## config.mk

```make
export PLATFORM = sky130hd
export DESIGN_NAME = hub75_capture
export DESIGN_NICKNAME = d
export VERILOG_FILES = /design/src/rtl/hub75_capture.sv
export SDC_FILE = /design/constraint.sdc
export NUM_CORES = 2
export LEC_CHECK = 0
export ABC_AREA = 0
export CAP_MARGIN = 40
export CELL_PAD_IN_SITES_DETAIL_PLACEMENT = 0
export CELL_PAD_IN_SITES_GLOBAL_PLACEMENT = 1
export CORE_ASPECT_RATIO = 0.7
export CORE_UTILIZATION = 26
export CTS_BUF_LIST = sky130_fd_sc_hd__clkbuf_16
export DETAILED_ROUTE_END_ITERATION = 12
export PLACE_DENSITY_LB_ADDON = 0.1
export SETUP_SLACK_MARGIN = 0.1
export SYNTH_ARGS = -nofsm -noshare
export SYNTH_HDL_FRONTEND = slang
export SYNTH_SLANG_ARGS = --single-unit
```

## constraint.sdc

```tcl
create_clock -name clk_in -period 24.8 [get_ports clk_in]
set_input_delay 2.48 -clock clk_in [delete_from_list [all_inputs] [get_ports clk_in]]
set_output_delay 2.48 -clock clk_in [all_outputs]
set_load 0.05 [all_outputs]
```

## src/rtl/hub75_capture.sv

```systemverilog
// hub75_capture: samples a HUB75 bus, rebuilds each latched row and presents it over valid/ready.
module hub75_capture #(
  parameter int NUM_COLS = 64,
  parameter int SCAN_RATE = 32,
  parameter int SYNC_STAGES = 2,
  parameter int OE_CNT_W = 16
) (
  input  logic                          clk_in,
  input  logic                          rst_in_n,
  input  logic                          hub75_clk,
  input  logic                          hub75_latch,
  input  logic                          hub75_OE,
  input  logic [$clog2(SCAN_RATE)-1:0]  hub75_addr,
  input  logic [2:0]                    hub75_rgb0,
  input  logic [2:0]                    hub75_rgb1,
  output logic                          row_valid,
  input  logic                          row_ready,
  output logic [$clog2(SCAN_RATE)-1:0]  row_addr,
  output logic [3*NUM_COLS-1:0]         row_rgb0,
  output logic [3*NUM_COLS-1:0]         row_rgb1,
  output logic [$clog2(NUM_COLS):0]     row_count,
  output logic                          row_count_err,
  output logic [OE_CNT_W-1:0]           oe_cycles,
  output logic                          overflow
);
  localparam int AW = $clog2(SCAN_RATE);
  localparam int CW = $clog2(NUM_COLS) + 1;
  localparam int BW = AW + 9;
  localparam int PW = 3 * NUM_COLS;
  typedef enum logic {EMPTY, FULL} state_t;
  logic [1:0] rst_sync;
  logic rst_n;
  logic [BW-1:0] sync [SYNC_STAGES];
  logic [BW-1:0] cur;
  logic prev_clk, prev_lat;
  logic s_clk, s_lat, s_oe, shift_edge, latch_edge, load;
  logic [AW-1:0] s_addr;
  logic [2:0] s_rgb0, s_rgb1;
  logic [PW-1:0] sr0, sr1, sr0_next, sr1_next;
  logic [CW-1:0] cnt, cnt_next;
  logic [OE_CNT_W-1:0] oe_cnt;
  state_t state;
  // Reset asserts immediately but releases two clocks later, clean against clk_in.
  always_ff @(posedge clk_in or negedge rst_in_n)
    if (!rst_in_n) rst_sync <= '0;
    else rst_sync <= {rst_sync[0], 1'b1};
  assign rst_n = rst_sync[1];
  assign cur = sync[SYNC_STAGES-1];
  assign {s_clk, s_lat, s_oe, s_addr, s_rgb0, s_rgb1} = cur;
  assign shift_edge = s_clk & ~prev_clk;
  assign latch_edge = s_lat & ~prev_lat;
  assign sr0_next = shift_edge ? {s_rgb0, sr0[PW-1:3]} : sr0;
  assign sr1_next = shift_edge ? {s_rgb1, sr1[PW-1:3]} : sr1;
  assign cnt_next = (shift_edge && cnt != '1) ? cnt + 1'b1 : cnt;
  assign load = latch_edge && (state == EMPTY || row_ready);
  assign row_valid = state == FULL;
  // Whole bus goes through one synchronizer chain so data and strobes stay aligned.
  always_ff @(posedge clk_in or negedge rst_n)
    if (!rst_n) begin
      for (int i = 0; i < SYNC_STAGES; i++) sync[i] <= '0;
      prev_clk <= 1'b0;
      prev_lat <= 1'b0;
    end else begin
      sync[0] <= {hub75_clk, hub75_latch, hub75_OE, hub75_addr, hub75_rgb0, hub75_rgb1};
      for (int i = 1; i < SYNC_STAGES; i++) sync[i] <= sync[i-1];
      prev_clk <= s_clk;
      prev_lat <= s_lat;
    end
  // Pixel shift register plus per-row shift and OE-low counters, cleared by each latch.
  always_ff @(posedge clk_in or negedge rst_n)
    if (!rst_n) begin
      sr0 <= '0;
      sr1 <= '0;
      cnt <= '0;
      oe_cnt <= '0;
    end else begin
      sr0 <= sr0_next;
      sr1 <= sr1_next;
      cnt <= latch_edge ? '0 : cnt_next;
      oe_cnt <= latch_edge ? '0 : (!s_oe && oe_cnt != '1) ? oe_cnt + 1'b1 : oe_cnt;
    end
  // One-deep output holding register; a latch while full and unaccepted is dropped.
  always_ff @(posedge clk_in or negedge rst_n)
    if (!rst_n) begin
      state <= EMPTY;
      row_addr <= '0;
      row_rgb0 <= '0;
      row_rgb1 <= '0;
      row_count <= '0;
      row_count_err <= 1'b0;
      oe_cycles <= '0;
      overflow <= 1'b0;
    end else begin
      if (load) begin
        row_addr <= s_addr;
        row_rgb0 <= sr0_next;
        row_rgb1 <= sr1_next;
        row_count <= cnt_next;
        row_count_err <= cnt_next != CW'(NUM_COLS);
        oe_cycles <= oe_cnt;
      end
      if (latch_edge && state == FULL && !row_ready) overflow <= 1'b1;
      state <= load ? FULL : row_ready ? EMPTY : state;
    end
endmodule
```

After elaboration in Yosys (flattened, before gate mapping)
Index checks and enable logic that the tools add are counted.
{"block": "op_classes", "eq_ne": 3, "n_reduce_logical": 10, "n_addsub": 2, "n_mux": 8, "bitwise": 5}
{"op": "two-way mux 192 bit", "n": 2}
{"op": "two-way mux 16 bit", "n": 2}
{"op": "adder 16 x 1 -> 16 bit, second input constant", "n": 1}
{"op": "!= test 16 bit, second input constant", "n": 1}
{"op": "two-way mux 7 bit", "n": 2}
{"op": "!= test 7 bit, second input constant", "n": 2}
{"op": "adder 7 x 1 -> 7 bit, second input constant", "n": 1}
{"op": "logical AND 1 bit", "n": 5}
{"op": "nonzero test 2 bit", "n": 2}
{"op": "NOT 1 bit", "n": 3}
{"op": "AND 1 bit", "n": 2}
{"op": "zero test 1 bit", "n": 2}
{"op": "two-way mux 1 bit", "n": 2}
{"op": "logical OR 1 bit", "n": 1}
{"block": "totals", "out_inout_bits": 415, "inputBits": 17, "elab_cells": 45, "ff_bits": 854}

Logic depth before layout (Yosys ltp)
{"block": "logic_depth", "ltp_word": 5, "ltp_mapped": 7, "mapped_depth_nobuf": 6}

Worst setup path after synthesis
No wires, ideal clock.
{"block": "synth_timing", "path_type": "input port to flip-flop", "startpoint": "input port row_ready", "endpoint": "register row_rgb0[100]", "stages": 5, "path_slack_ns": 21.034, "arrival_time_ns": 3.641, "required_ns": 24.675, "setup_time_ns": 0.125, "cell_sequence": "nand2b_1 > nand2_1 > clkbuf_1 > buf_2 > mux2_2"}
{"block": "synth_between", "elab_chain_cells": 2}
{"item": "from (decl)", "line": "17", "rtl": "input logic row_ready,"}
{"item": "logical OR 1 bit", "line": "55", "rtl": "assign load = latch_edge && (state == EMPTY || row_ready);"}
{"item": "logical AND 1 bit", "line": "55"}
{"item": "to (signal assigned)", "line": "96", "rtl": "row_rgb0 <= sr0_next;"}
{"item": "to (decl)", "line": "19", "rtl": "output logic [3*NUM_COLS-1:0] row_rgb0,"}
No other way between the ends.
A chain may end at the register's enable or synchronous reset.

Worst setup path after layout
{"block": "layout_timing", "startpoint": "input port row_ready", "endpoint": "register row_rgb1[98]"}
{"block": "layout_between", "elab_chain_cells": 2}
{"item": "logical OR 1 bit", "line": "55"}
{"item": "logical AND 1 bit", "line": "55"}
{"item": "to (signal assigned)", "line": "97", "rtl": "row_rgb1 <= sr1_next;"}
{"item": "to (decl)", "line": "20", "rtl": "output logic [3*NUM_COLS-1:0] row_rgb1,"}
No other way between the ends.

==> results.json <==
{
  "finalSetupViolations": 0,
  "worst_setup_path_start_kind": "input pin",
  "cts-htree-levels": 3,
  "port_buffers": 431,
  "worst_slack_ns": 19.49,
  "grt_max_degree": 178,
  "initial_core_util_pct": 26.4,
  "final_cell_mix": "nand2_1 (1,176), dfrtp_1 (853), clkdlybuf4s50_1 (431)",
  "worstRegToRegCells": 8,
  "vias_per_cell": 4.14,
  "die_h_um": 294,
  "critPathMaxStageDelay_ns": 0.80,
  "diodes": 0,
  "drt_iter0_drc": 1033,
  "tightest_slew_ns": 1.31,
  "place_ws_ns": 18.72,
  "placed_cell_area_sq_mm": 0.0379,
  "postRouteAntennaNets": 0,
  "hold_path_class": "reg2async",
  "die_area_sq_mm": 0.123,
  "rr_startpoint": "cur[13]",
  "postSynthAreaPerCell_sq_um": 11.8,
  "power_density_mw_per_mm2": 82.3,
  "cts-hold-fix-buffers": 0,
  "wl_um": 83800,
  "grt_pass1_vias": 21300,
  "gp_congestion": 0.718,
  "clk_latency_ns": 0.66,
  "syn_area_sq_mm": 0.0317,
  "crit_slowest_cell": "buf_4",
  "slew_violations": 0,
  "final_cell_area_sq_mm": 0.0412,
  "post-cts-setup-buffer-count": 0,
  "fin_worst_skew_ns": 0.0290,
  "leakagePower_uw": 0.0208,
  "drc": 0,
  "path_cells": "clkdlybuf4s50_1 -> nand2b_1 -> nand2_4 -> buf_4 -> buf_12 -> mux2_2",
  "die_x_um": 419,
  "placementRows": 106,
  "grt_pass1_wl_um": 131000,
  "io_pins": 432,
  "r2r_end": "row_rgb1[76]",
  "root_buffer": "clkbuf_16",
  "status": "complete, no violations",
  "synthCells": 2690,
  "drv_cap": 0,
  "nets": 3132,
  "grt_use_total_pct": 13.6,
  "synth_nets": 2709,
  "final_common_cell": "nand2_1",
  "cts_inserted_buffers": 94,
  "hold_viol": 0,
  "yosys_warnings": 0,
  "reg2reg_slack_ns": 21.15,
  "critical_path_class": "in2reg",
  "worstSetupEndpointType": "register",
  "ys_seq_elements": 854,
  "yosys.cell_types.count": 40,
  "required_ns": 25.32,
  "layout_min_cycle_time_ns": 5.31,
  "cts_tree": "yes",
  "path_clk_slew_ns": 0.06,
  "rsz0062_at_grt": "false",
  "core_sq_mm": 0.120,
  "postCtsResizedCells": 0,
  "synthToLayoutAreaGrowth_pct": 29.9,
  "grt_antenna_before_repair": 1,
  "clk_path_buf_depth": 3,
  "drive_above_1_share_pct": 17.6,
  "cts.sinks": 854,
  "peakVddDrop_v": 0.0000526,
  "relSlewSlack_pct": 12.4,
  "fin_crit_sh_pct": 21.4,
  "ys_seq_area_share_pct": 67.4,
  "critPathArrivalTime_ns": 5.83,
  "hpwlAfterDp_um": 53300,
  "dr.pass1.iters": 5,
  "critPathMaxFanout": 146,
  "max_freq_mhz": 188,
  "n_fill_cell": 12000,
  "setup_tns_ns": 0,
  "vias": 19900,
  "wl_per_cell_um": 17.4,
  "grt_overflow": 0
}
==> critical path, delay by kind of cell <==
family                 cells  cell delay [ns]
AND/OR/NAND/NOR            2             0.79
multiplexers               1             0.41
buffers and inverters      3             1.85
==> Yosys cell counts <==
cell | number | area [sq um]
nand4_1 | 7 | 43.8
o21ai_4 | 1 | 16.3
mux2_1 | 26 | 293
a2111oi_2 | 1 | 15.0
clkbuf_1 | 43 | 161
a211oi_1 | 2 | 15.0
mux2_2 | 377 | 4250
buf_1 | 13 | 48.8
buf_4 | 1 | 7.51
xor2_1 | 7 | 61.3
o21bai_1 | 1 | 7.51
nor3b_1 | 1 | 7.51
o21ai_0 | 11 | 55.1
nand2b_1 | 4 | 25.0
and3_1 | 2 | 12.5
a21oi_1 | 7 | 35.0
a31o_2 | 1 | 8.76
buf_2 | 81 | 405
nand3_1 | 5 | 25.0
o32a_1 | 1 | 10.0
nand3_2 | 2 | 20.0
o31ai_1 | 1 | 7.51
nor2b_1 | 2 | 12.5
a2111oi_1 | 1 | 10.0
and4_1 | 2 | 17.5
dfrtp_1 | 854 | 21400
nand4b_1 | 1 | 8.76
nor3_1 | 5 | 25.0
xnor2_1 | 9 | 78.8
or3b_1 | 1 | 8.76
mux2i_1 | 2 | 20.0
a41oi_1 | 2 | 17.5
conb_1 | 1 | 3.75
nor3_2 | 1 | 10.0
nor2_1 | 29 | 109
or3_1 | 1 | 6.26
nor4_2 | 1 | 12.5
nand2_1 | 1177 | 4420
ha_1 | 2 | 25.0
inv_1 | 4 | 15.0
==> logic make-up (layout without fill, tap and decap cells) <==
kind of cell    after synthesis  in the layout  synth area share (%)
flops                       854            854                  67.4
compound gates               29             29                 0.624
simple gates               1241           1241                  15.0
mux                         405            405                  14.4
xor+xnor                     16             16                 0.442
buf+inv                     142            640                  2.01
fa+ha+maj                     2              2                0.0789
other cells                   1              1                0.0118
==> stage by stage <==
stage          hold slack, ns  util, %  cells  total power, uW
2_1_floorplan           0.331        -   2690             1810
3_3_place_gp            0.332     31.4   4626             1950
3_5_place_dp            0.335     31.6   4637             1960
4_1_cts                 0.344     34.3   4808             3460
5_1_grt                 0.357     34.3   4808             3540
6_report                0.313     34.3   4808             3390
==> routing by layer <==
layer	up-vias	GRT usage [%]	share of wire, %
met4	2	3.84	2.2
li1	9553	-	-
met3	113	2.66	3.4
met1	9986	18.0	45
met5	-	0	0.020
met2	266	22.7	49
==> worst max-delay path by stage <==
stage                     start           end  depth (start not counted)  slack (ns)
floorplan           rst_sync[1]        cnt[0]                          0       10.94
global placement      row_ready  row_rgb1[87]                          6       18.76
detailed placement    row_ready  row_rgb1[84]                          6       18.72
CTS                   row_ready  row_rgb0[66]                          6       19.45
global route          row_ready  row_rgb1[98]                          6       19.32
finish                row_ready  row_rgb1[98]                          6       19.49
==> where the power goes <==
part | switching, uW | internal [uW] | leakage (uW) | total, uW
clock network | 592 | 872 | 0.00162 | 1460
logic | 276 | 132 | 0.00751 | 408
registers | 44.8 | 1470 | 0.0117 | 1520
==> layout make-up <==
class	count	area, sq um	area share (%)
clock inverters	75	827	2.01
flip-flops and latches	854	21400	51.9
inverters	4	15.0	0.0365
clock buffers	96	2400	5.83
multi-input cells	1694	9710	23.6
well taps	1620	2030	4.92
repair buffers	465	4820	11.7
==> registers in the layout (all words and copies together) (netlist names) <==
name / count
cnt: 7
cur: 14
prev_lat: 1
row_rgb1: 192
row_valid: 1
row_count: 7
sync: 14
prev_clk: 1
oe_cycles: 16
row_count_err: 1
rst_sync: 2
sr0: 192
row_rgb0: 192
oe_cnt: 16
row_addr: 5
sr1: 192
overflow: 1
Note: power is estimated with default switching activity, not from simulation.
